$ cat src/rtl/qcw_pkg.sv
// Shared definitions for the QCW multi-driver controller: register map,
// CTRL bit positions, channel FSM encoding and the status word layout.
package qcw_pkg;

    // Global page (offset 0x00..0x0F)
    localparam logic [3:0] REG_GCTRL     = 4'h0;
    localparam logic [3:0] REG_IRQ_EN    = 4'h4;
    localparam logic [3:0] REG_DONE_SUM  = 4'h8;

    // Per-channel page
    localparam logic [3:0] REG_CTRL      = 4'h0;
    localparam logic [3:0] REG_LIMIT     = 4'h4;
    localparam logic [3:0] REG_STATUS    = 4'h8;
    localparam logic [3:0] REG_RUN_COUNT = 4'hC;

    localparam int CTRL_START = 0;
    localparam int CTRL_HALT  = 1;
    localparam int CTRL_CLEAR = 2;

    localparam logic [1:0] S_IDLE      = 2'd0;
    localparam logic [1:0] S_ACK_WAIT  = 2'd1;
    localparam logic [1:0] S_RUN       = 2'd2;
    localparam logic [1:0] S_HALT_WAIT = 2'd3;

    // Packed so that it reads back directly as STATUS[4:0]
    typedef struct packed {
        logic fault;
        logic rejected;
        logic done;
        logic busy;
        logic ready;
    } status_t;

    function automatic logic [31:0] merge_bytes(input logic [31:0] old_val,
                                                 input logic [31:0] new_val,
                                                 input logic [3:0]  strb);
        logic [31:0] r;
        for (int b = 0; b < 4; b++)
            r[8*b +: 8] = strb[b] ? new_val[8*b +: 8] : old_val[8*b +: 8];
        return r;
    endfunction

endpackage

$ cat src/rtl/qcw_channel_fsm.sv
// Run tracker for one QCW bridge driver: start/halt pulses, ack timeout,
// sticky status flags and a wrapping completion counter.
//
// state     | meaning
// IDLE      | driver idle, waiting for a start command
// ACK_WAIT  | start pulsed, waiting for driver to drop ready (timed)
// RUN       | driver running, waiting for ready to return
// HALT_WAIT | halt pulsed, waiting for driver to return to ready
module qcw_channel_fsm
    import qcw_pkg::*;
#(
    parameter int ACK_TIMEOUT = 255
) (
    input  logic        clk,
    input  logic        reset,
    input  logic        start_i,
    input  logic        halt_i,
    input  logic        clear_i,
    input  logic        ready_i,
    output logic        start_o,
    output logic        halt_o,
    output status_t     status_o,
    output logic [15:0] run_count_o
);

    localparam int TW = (ACK_TIMEOUT < 2) ? 1 : $clog2(ACK_TIMEOUT + 1);

    logic [1:0]    state_q, state_d;
    logic [TW-1:0] timer_q, timer_d;
    logic          start_q, start_d, halt_q, halt_d;
    logic          done_q, done_d, rej_q, rej_d, fault_q, fault_d;
    logic [15:0]   cnt_q, cnt_d;

    always_comb begin
        state_d = state_q;
        timer_d = timer_q;
        start_d = 1'b0;
        halt_d  = 1'b0;
        done_d  = done_q;
        rej_d   = rej_q;
        fault_d = fault_q;
        cnt_d   = cnt_q;
        // Clear first so that a hardware set later in this block wins
        if (clear_i) begin
            done_d  = 1'b0;
            rej_d   = 1'b0;
            fault_d = 1'b0;
        end
        if (halt_i) begin
            halt_d = 1'b1;
            if (state_q == S_ACK_WAIT || state_q == S_RUN)
                state_d = S_HALT_WAIT;
        end else begin
            if (start_i && state_q != S_IDLE)
                rej_d = 1'b1;
            case (state_q)
                S_IDLE: begin
                    if (start_i) begin
                        if (ready_i) begin
                            start_d = 1'b1;
                            timer_d = TW'(ACK_TIMEOUT);
                            state_d = S_ACK_WAIT;
                        end else begin
                            rej_d = 1'b1;
                        end
                    end
                end
                S_ACK_WAIT: begin
                    if (!ready_i) begin
                        state_d = S_RUN;
                    end else if (timer_q <= TW'(1)) begin
                        fault_d = 1'b1;
                        halt_d  = 1'b1;
                        state_d = S_HALT_WAIT;
                    end else begin
                        timer_d = timer_q - TW'(1);
                    end
                end
                S_RUN: begin
                    if (ready_i) begin
                        done_d  = 1'b1;
                        cnt_d   = cnt_q + 16'd1;
                        state_d = S_IDLE;
                    end
                end
                default: begin
                    if (ready_i)
                        state_d = S_IDLE;
                end
            endcase
        end
    end

    always_ff @(posedge clk or negedge reset) begin
        if (!reset) begin
            state_q <= S_IDLE;
            timer_q <= '0;
            start_q <= 1'b0;
            halt_q  <= 1'b0;
            done_q  <= 1'b0;
            rej_q   <= 1'b0;
            fault_q <= 1'b0;
            cnt_q   <= '0;
        end else begin
            state_q <= state_d;
            timer_q <= timer_d;
            start_q <= start_d;
            halt_q  <= halt_d;
            done_q  <= done_d;
            rej_q   <= rej_d;
            fault_q <= fault_d;
            cnt_q   <= cnt_d;
        end
    end

    assign start_o     = start_q;
    assign halt_o      = halt_q;
    assign run_count_o = cnt_q;
    assign status_o    = '{fault: fault_q, rejected: rej_q, done: done_q,
                           busy: (state_q != S_IDLE), ready: ready_i};

endmodule

$ cat src/rtl/qcw_multi_driver_control.sv
// Memory-mapped control for NUM_CHANNELS QCW bridge drivers: bus decode with
// one-cycle ack, global registers, per-channel limits and read mux.
module qcw_multi_driver_control
    import qcw_pkg::*;
#(
    parameter logic [31:0]            BASE_ADDR     = 32'h0000_0000,
    parameter int                     NUM_CHANNELS  = 2,
    parameter int                     LIMIT_WIDTH   = 16,
    parameter logic [LIMIT_WIDTH-1:0] DEFAULT_LIMIT = '0,
    parameter int                     ACK_TIMEOUT   = 255
) (
    input  logic                                clk,
    input  logic                                reset,
    input  logic                                mem_valid_i,
    output logic                                mem_ready_o,
    input  logic [31:0]                         mem_addr_i,
    input  logic [31:0]                         mem_wdata_i,
    input  logic [3:0]                          mem_wstrb_i,
    output logic [31:0]                         mem_rdata_o,
    output logic [NUM_CHANNELS-1:0]             qcw_start,
    output logic [NUM_CHANNELS-1:0]             qcw_halt,
    output logic [NUM_CHANNELS*LIMIT_WIDTH-1:0] qcw_cycle_limit,
    input  logic [NUM_CHANNELS-1:0]             ready,
    output logic                                irq
);

    localparam logic [31:0] WIN_BYTES = 32'(16 * (NUM_CHANNELS + 1));

    logic [31:0]             offset;
    logic [3:0]              page, reg_ofs;
    logic                    addressed, addressed_q, new_access, wr_en;
    logic                    ack_q;
    logic [31:0]             rdata_q, rd_data;
    logic [NUM_CHANNELS-1:0] irq_en_q;
    logic [LIMIT_WIDTH-1:0]  limit_q [NUM_CHANNELS];
    logic [NUM_CHANNELS-1:0] ch_start, ch_halt, ch_clear, limit_we;
    logic [NUM_CHANNELS-1:0] done_vec, irq_src;
    logic                    glb_sel, halt_all, irq_en_we;
    status_t                 status [NUM_CHANNELS];
    logic [15:0]             run_count [NUM_CHANNELS];
    logic                    unused_addr_bits;

    // Unsigned wrap makes addresses below BASE_ADDR fall outside the window
    assign offset           = mem_addr_i - BASE_ADDR;
    assign page             = offset[7:4];
    assign reg_ofs          = {offset[3:2], 2'b00};
    assign unused_addr_bits = ^offset[1:0];
    assign addressed        = mem_valid_i && (offset < WIN_BYTES);
    assign new_access       = addressed && !addressed_q;
    assign wr_en            = new_access && (mem_wstrb_i != 4'b0000);
    assign glb_sel          = (page == 4'd0);
    assign halt_all         = wr_en && glb_sel && (reg_ofs == REG_GCTRL) && mem_wdata_i[0];
    assign irq_en_we        = wr_en && glb_sel && (reg_ofs == REG_IRQ_EN);

    always_comb begin
        ch_start = '0;
        ch_halt  = '0;
        ch_clear = '0;
        limit_we = '0;
        for (int n = 0; n < NUM_CHANNELS; n++) begin
            if (wr_en && page == 4'(n + 1)) begin
                if (reg_ofs == REG_CTRL) begin
                    ch_start[n] = mem_wdata_i[CTRL_START];
                    ch_halt[n]  = mem_wdata_i[CTRL_HALT];
                    ch_clear[n] = mem_wdata_i[CTRL_CLEAR];
                end
                limit_we[n] = (reg_ofs == REG_LIMIT);
            end
            ch_halt[n] = ch_halt[n] | halt_all;
        end
    end

    always_comb begin
        rd_data = '0;
        if (glb_sel) begin
            case (reg_ofs)
                REG_GCTRL:    rd_data = {24'b0, 8'(NUM_CHANNELS)};
                REG_IRQ_EN:   rd_data = 32'(irq_en_q);
                REG_DONE_SUM: rd_data = 32'(done_vec);
                default:      rd_data = '0;
            endcase
        end
        for (int n = 0; n < NUM_CHANNELS; n++) begin
            if (page == 4'(n + 1)) begin
                case (reg_ofs)
                    REG_LIMIT:     rd_data = 32'(limit_q[n]);
                    REG_STATUS:    rd_data = 32'(status[n]);
                    REG_RUN_COUNT: rd_data = 32'(run_count[n]);
                    default:       rd_data = '0;
                endcase
            end
        end
    end

    always_ff @(posedge clk or negedge reset) begin
        if (!reset) begin
            addressed_q <= 1'b0;
            ack_q       <= 1'b0;
            rdata_q     <= '0;
            irq_en_q    <= '0;
            for (int n = 0; n < NUM_CHANNELS; n++)
                limit_q[n] <= DEFAULT_LIMIT;
        end else begin
            addressed_q <= addressed;
            ack_q       <= new_access;
            rdata_q     <= (new_access && !wr_en) ? rd_data : '0;
            if (irq_en_we)
                irq_en_q <= NUM_CHANNELS'(merge_bytes(32'(irq_en_q), mem_wdata_i, mem_wstrb_i));
            for (int n = 0; n < NUM_CHANNELS; n++)
                if (limit_we[n])
                    limit_q[n] <= LIMIT_WIDTH'(merge_bytes(32'(limit_q[n]), mem_wdata_i, mem_wstrb_i));
        end
    end

    for (genvar g = 0; g < NUM_CHANNELS; g++) begin : g_ch
        qcw_channel_fsm #(
            .ACK_TIMEOUT(ACK_TIMEOUT)
        ) u_fsm (
            .clk        (clk),
            .reset      (reset),
            .start_i    (ch_start[g]),
            .halt_i     (ch_halt[g]),
            .clear_i    (ch_clear[g]),
            .ready_i    (ready[g]),
            .start_o    (qcw_start[g]),
            .halt_o     (qcw_halt[g]),
            .status_o   (status[g]),
            .run_count_o(run_count[g])
        );
        assign qcw_cycle_limit[g*LIMIT_WIDTH +: LIMIT_WIDTH] = limit_q[g];
        assign done_vec[g] = status[g].done;
        assign irq_src[g]  = status[g].done | status[g].fault;
    end

    assign mem_ready_o = ack_q;
    assign mem_rdata_o = rdata_q;
    assign irq         = |(irq_src & irq_en_q);

endmodule
$ cat config.mk
export PLATFORM = sky130hd
export DESIGN_NAME = qcw_multi_driver_control
export DESIGN_NICKNAME = d
export VERILOG_FILES = /design/src/rtl/qcw_pkg.sv /design/src/rtl/qcw_channel_fsm.sv /design/src/rtl/qcw_multi_driver_control.sv
export SDC_FILE = /design/constraint.sdc
export NUM_CORES = 1
export LEC_CHECK = 0
export BUFFER_PORTS_ARGS = -buffer_cell sky130_fd_sc_hd__buf_2
export CORE_ASPECT_RATIO = 1.4
export CORE_UTILIZATION = 54
export CTS_CLUSTER_SIZE = 40
export DETAILED_ROUTE_END_ITERATION = 10
export GPL_ROUTABILITY_DRIVEN = 1
export GPL_TIMING_DRIVEN = 0
export PLACE_DENSITY_LB_ADDON = 0.12
export SYNTH_ARGS = -nofsm -noshare
export SYNTH_HDL_FRONTEND = slang
export SYNTH_SLANG_ARGS = --single-unit
$ cat constraint.sdc
create_clock -name clk -period 5.3 [get_ports clk]
set_input_delay 1.325 -clock clk [delete_from_list [all_inputs] [get_ports clk]]
set_output_delay 1.325 -clock clk [all_outputs]
set_load 0.02 [all_outputs]
==> results.py <==
metrics = {
    "run_status": {
        "status": "finished, final reports clean",
    },
    "die": {
        "io_pins": 143,
        "die_area_um2": 11700,
        "core_um2": 10900,
        "die_y_um": 127,
        "initial_core_util_pct": 55.6,
        "die_w_um": 91.6,
        "num_rows": 45,
    },
    "clocking": {
        "clk_pin_slew_ps": 60,
        "cts_buffers": 17,
        "hold_buffers": 0,
        "clock_insertion_delay_worst_skew_ps": 420,
        "cts_tree": "done",
        "ctsResizeCount": 0,
        "cts_root_buf": "clkbuf_16",
        "max-clock-path-buffers": 2,
        "clock-sinks": 114,
        "h-tree-depth": 4,
        "post_cts_buffers": 0,
    },
    "setup_path": {
        "slowest_stage": "nor4_1",
        "worstPathMaxFanout": 9,
        "required_ps": 5610,
        "cpMostUsedCell": "buf_2",
        "r2r_slack_ps": 2760,
        "crit_path_start_kind": "input port",
        "path_delay_family": "simple AND/OR/NAND/NOR gates",
        "worstPathArrival_ps": 3820,
        "path_class": "in -> reg",
        "cp_cell_sequence": "buf_2, nor4_1, a22o_1, nor4b_4, a211oi_2, and2_1, buf_2, a211oi_1",
        "cp-end-kind": "flip-flop",
        "critPathMaxStageDelay_ps": 780,
        "cp_num_buf_inv": 2,
    },
    "synth": {
        "syn_area_um2": 6070,
        "yosysWarnings": 0,
        "yosysSeqAreaShare_pct": 47.0,
        "ys.flop_type": "dfrtp_1",
        "syn_area_per_cell_um2": 10.8,
        "ys_async_sr_fraction_pct": 100,
        "ys_types": 58,
        "synth_edf_count": 0,
        "syn_inst": 561,
        "ys_ff_latch": 114,
    },
    "place": {
        "gp_congestion": 0.864,
        "port_buffers": 104,
        "dp_hpwl_um": 11300,
    },
    "global_route": {
        "grt_pass1_vias": 5056,
        "grt.total_usage_pct": 28.6,
        "grt_max_degree": 64,
        "antenna_found_initial": 0,
        "grt-ovfl-total": 0,
        "grt_pass1_wl_um": 25500,
    },
    "timing": {
        "fin_worst_skew_ps": 8.06,
        "fmaxAchievable_mhz": 286,
        "drv_slew": 0,
        "finalSetupViolCount": 0,
        "fin_crit_sh_pct": 66.1,
        "hold_viol": 0,
        "tightest_slew_ps": 1050,
        "rsz0062_at_grt": "no",
        "period_needed_ps": 3500,
        "maxSlewHeadroom_pct": 29.7,
        "setup_tns_ps": 0,
    },
    "layout": {
        "multi_input_area_um2": 2950,
        "diodes": 0,
        "regArea_um2": 2850,
        "fin_util_pct": 68.4,
        "fillers": 870,
        "nNetsFinal": 785,
        "syn_to_final_growth_pct": 23.1,
        "drive_gt1_share_pct": 31.1,
    },
    "pwr": {
        "ir_worst_vdd_uv": 237,
        "leakagePower_uw": 0.00363,
        "powerDensity_nw_per_um2": 399,
    },
    "flow_run": {
        "drv_cap": 0,
    },
    "route": {
        "drc_errors": 0,
        "first_iter_violations": 269,
        "via_per_inst": 5.92,
        "drtAntennaViolNets": 0,
        "dr.pass1.iters": 6,
        "vias": 5059,
        "wl_per_cell_um": 18.7,
        "totalWireLength_um": 16000,
    },
    "min_path": {
        "holdCritPathClass": "reg -> reg",
    },
}
[worst min-delay path, delay by kind of cell, from the launching register on]
| kind | cells | cell delay, ps |
|---|---|---|
| simple gates | 2 | 100 |
| flops | 1 | 340 |
[stage by stage]
stage               cells  hold slack [ps]  setup slack (ps)  cell area, µm²  total power (µW)
detailed placement    822              457              1450            6860              1790
finish                854              467              1800            7480              2980
floorplan             576              435              1990            6130              1590
global placement      821              453              1520            6830              1740
CTS                   854              469              1860            7480              2980
global route          854              488              1640            7480              3110
[synthesized netlist by cell type, types with 8 or more instances]
cell / instances / share of area (%)
nor3_1: 13 / 1.1
ha_1: 12 / 2.5
clkbuf_1: 16 / 0.99
nor3b_1: 10 / 1.2
nor2_1: 40 / 2.5
nand4_1: 25 / 2.6
and3_1: 13 / 1.3
a21oi_1: 16 / 1.3
mux2_2: 40 / 7.4
xnor2_1: 27 / 3.9
o21ai_0: 8 / 0.66
mux2i_1: 23 / 3.8
dfrtp_1: 114 / 47
buf_4: 20 / 2.5
o22a_1: 12 / 1.7
inv_1: 14 / 0.87
nand3_1: 18 / 1.5
nand2_1: 29 / 1.8
[per-layer routing]
metal,part of all wire [%],track usage (%),wire [µm]
met3,6.6,6.37,1050
met4,2.7,11.0,439
met1,39,32.6,6200
met2,52,51.8,8300
met5,0,0,0
[area by class of cell]
cell class | instances | area share, %
timing repair buffer | 105 | 7.36
multi-input combinational | 401 | 39.5
inverter | 15 | 0.753
sequential | 114 | 38.2
buffer | 46 | 3.56
clock inverter | 14 | 2.41
tap | 141 | 2.36
clock buffer | 18 | 5.87
[cells by family after synthesis]
| family | count (synthesis) | synth area share [%] |
|---|---|---|
| buffers and inverters | 61 | 5.32 |
| other | 1 | 0.0617 |
| AND/OR/NAND/NOR | 191 | 18.0 |
| multiplexers | 63 | 11.2 |
| flip-flops | 114 | 47.0 |
| AO/OA/AOI/OAI | 87 | 11.3 |
| XOR/XNOR | 32 | 4.61 |
| adder cells (fa/ha/maj) | 12 | 2.47 |
[registers in the layout, summed over array words and instances (netlist names)]
register                cells
addressed_q                 1
g_ch.u_fsm.done_q           2
g_ch.u_fsm.fault_q          2
g_ch.u_fsm.halt_o           2
g_ch.u_fsm.rej_q            2
g_ch.u_fsm.run_count_o     32
g_ch.u_fsm.start_o          2
g_ch.u_fsm.state_q          4
g_ch.u_fsm.timer_q         16
irq_en_q                    2
mem_rdata_o                16
mem_ready_o                 1
qcw_cycle_limit            32
[cells in the final DEF, fill, tap and decap left out, types with 4 or more instances in the layout]
| cell type | instances |
|---|---|
| buf_2 | 106 |
| nor4_2 | 4 |
| a211oi_1 | 7 |
| buf_4 | 21 |
| nor4_1 | 7 |
| a21oi_1 | 16 |
| inv_1 | 14 |
| a22oi_1 | 7 |
| clkbuf_16 | 17 |
| mux2i_1 | 23 |
| o21ai_0 | 8 |
| o22a_1 | 12 |
| nand3_1 | 18 |
| nand2b_1 | 6 |
| conb_1 | 16 |
| nor2_1 | 40 |
| clkinvlp_4 | 5 |
| a22o_1 | 4 |
| clkbuf_1 | 16 |
| a221oi_1 | 5 |
| dfrtp_1 | 114 |
| xor2_1 | 5 |
| xnor2_1 | 27 |
| and4_1 | 4 |
| buf_1 | 5 |
| nand4_1 | 25 |
| ha_1 | 12 |
| nor3_1 | 13 |
| and3_1 | 13 |
| nand2_1 | 29 |
| nor3b_1 | 10 |
| mux2_2 | 40 |
| a21o_1 | 4 |
[final timing paths]
kind / startpoint / endpoint / depth (start not counted)
max: mem_addr_i[7] / g_ch[1].u_fsm.timer_q[6] / 8
max in group asynchronous: reset / g_ch[0].u_fsm.run_count_o[8] / 2
max reg2reg: addressed_q / g_ch[1].u_fsm.timer_q[1] / 7
min reg2reg: g_ch[1].u_fsm.rej_q / g_ch[1].u_fsm.rej_q / 2
min: g_ch[1].u_fsm.rej_q / g_ch[1].u_fsm.rej_q / 2
min in group asynchronous: reset / g_ch[1].u_fsm.timer_q[2] / 1
[power by group]
group | leakage, µW | internal, µW | total (µW) | switching, µW
logic | 0.00182 | 284 | 649 | 365
registers | 0.00152 | 985 | 1130 | 150
clock network | 0.000286 | 757 | 1200 | 438
total | 0.00363 | 2030 | 2980 | 953
No activity file was read; power rests on OpenSTA's default activity.
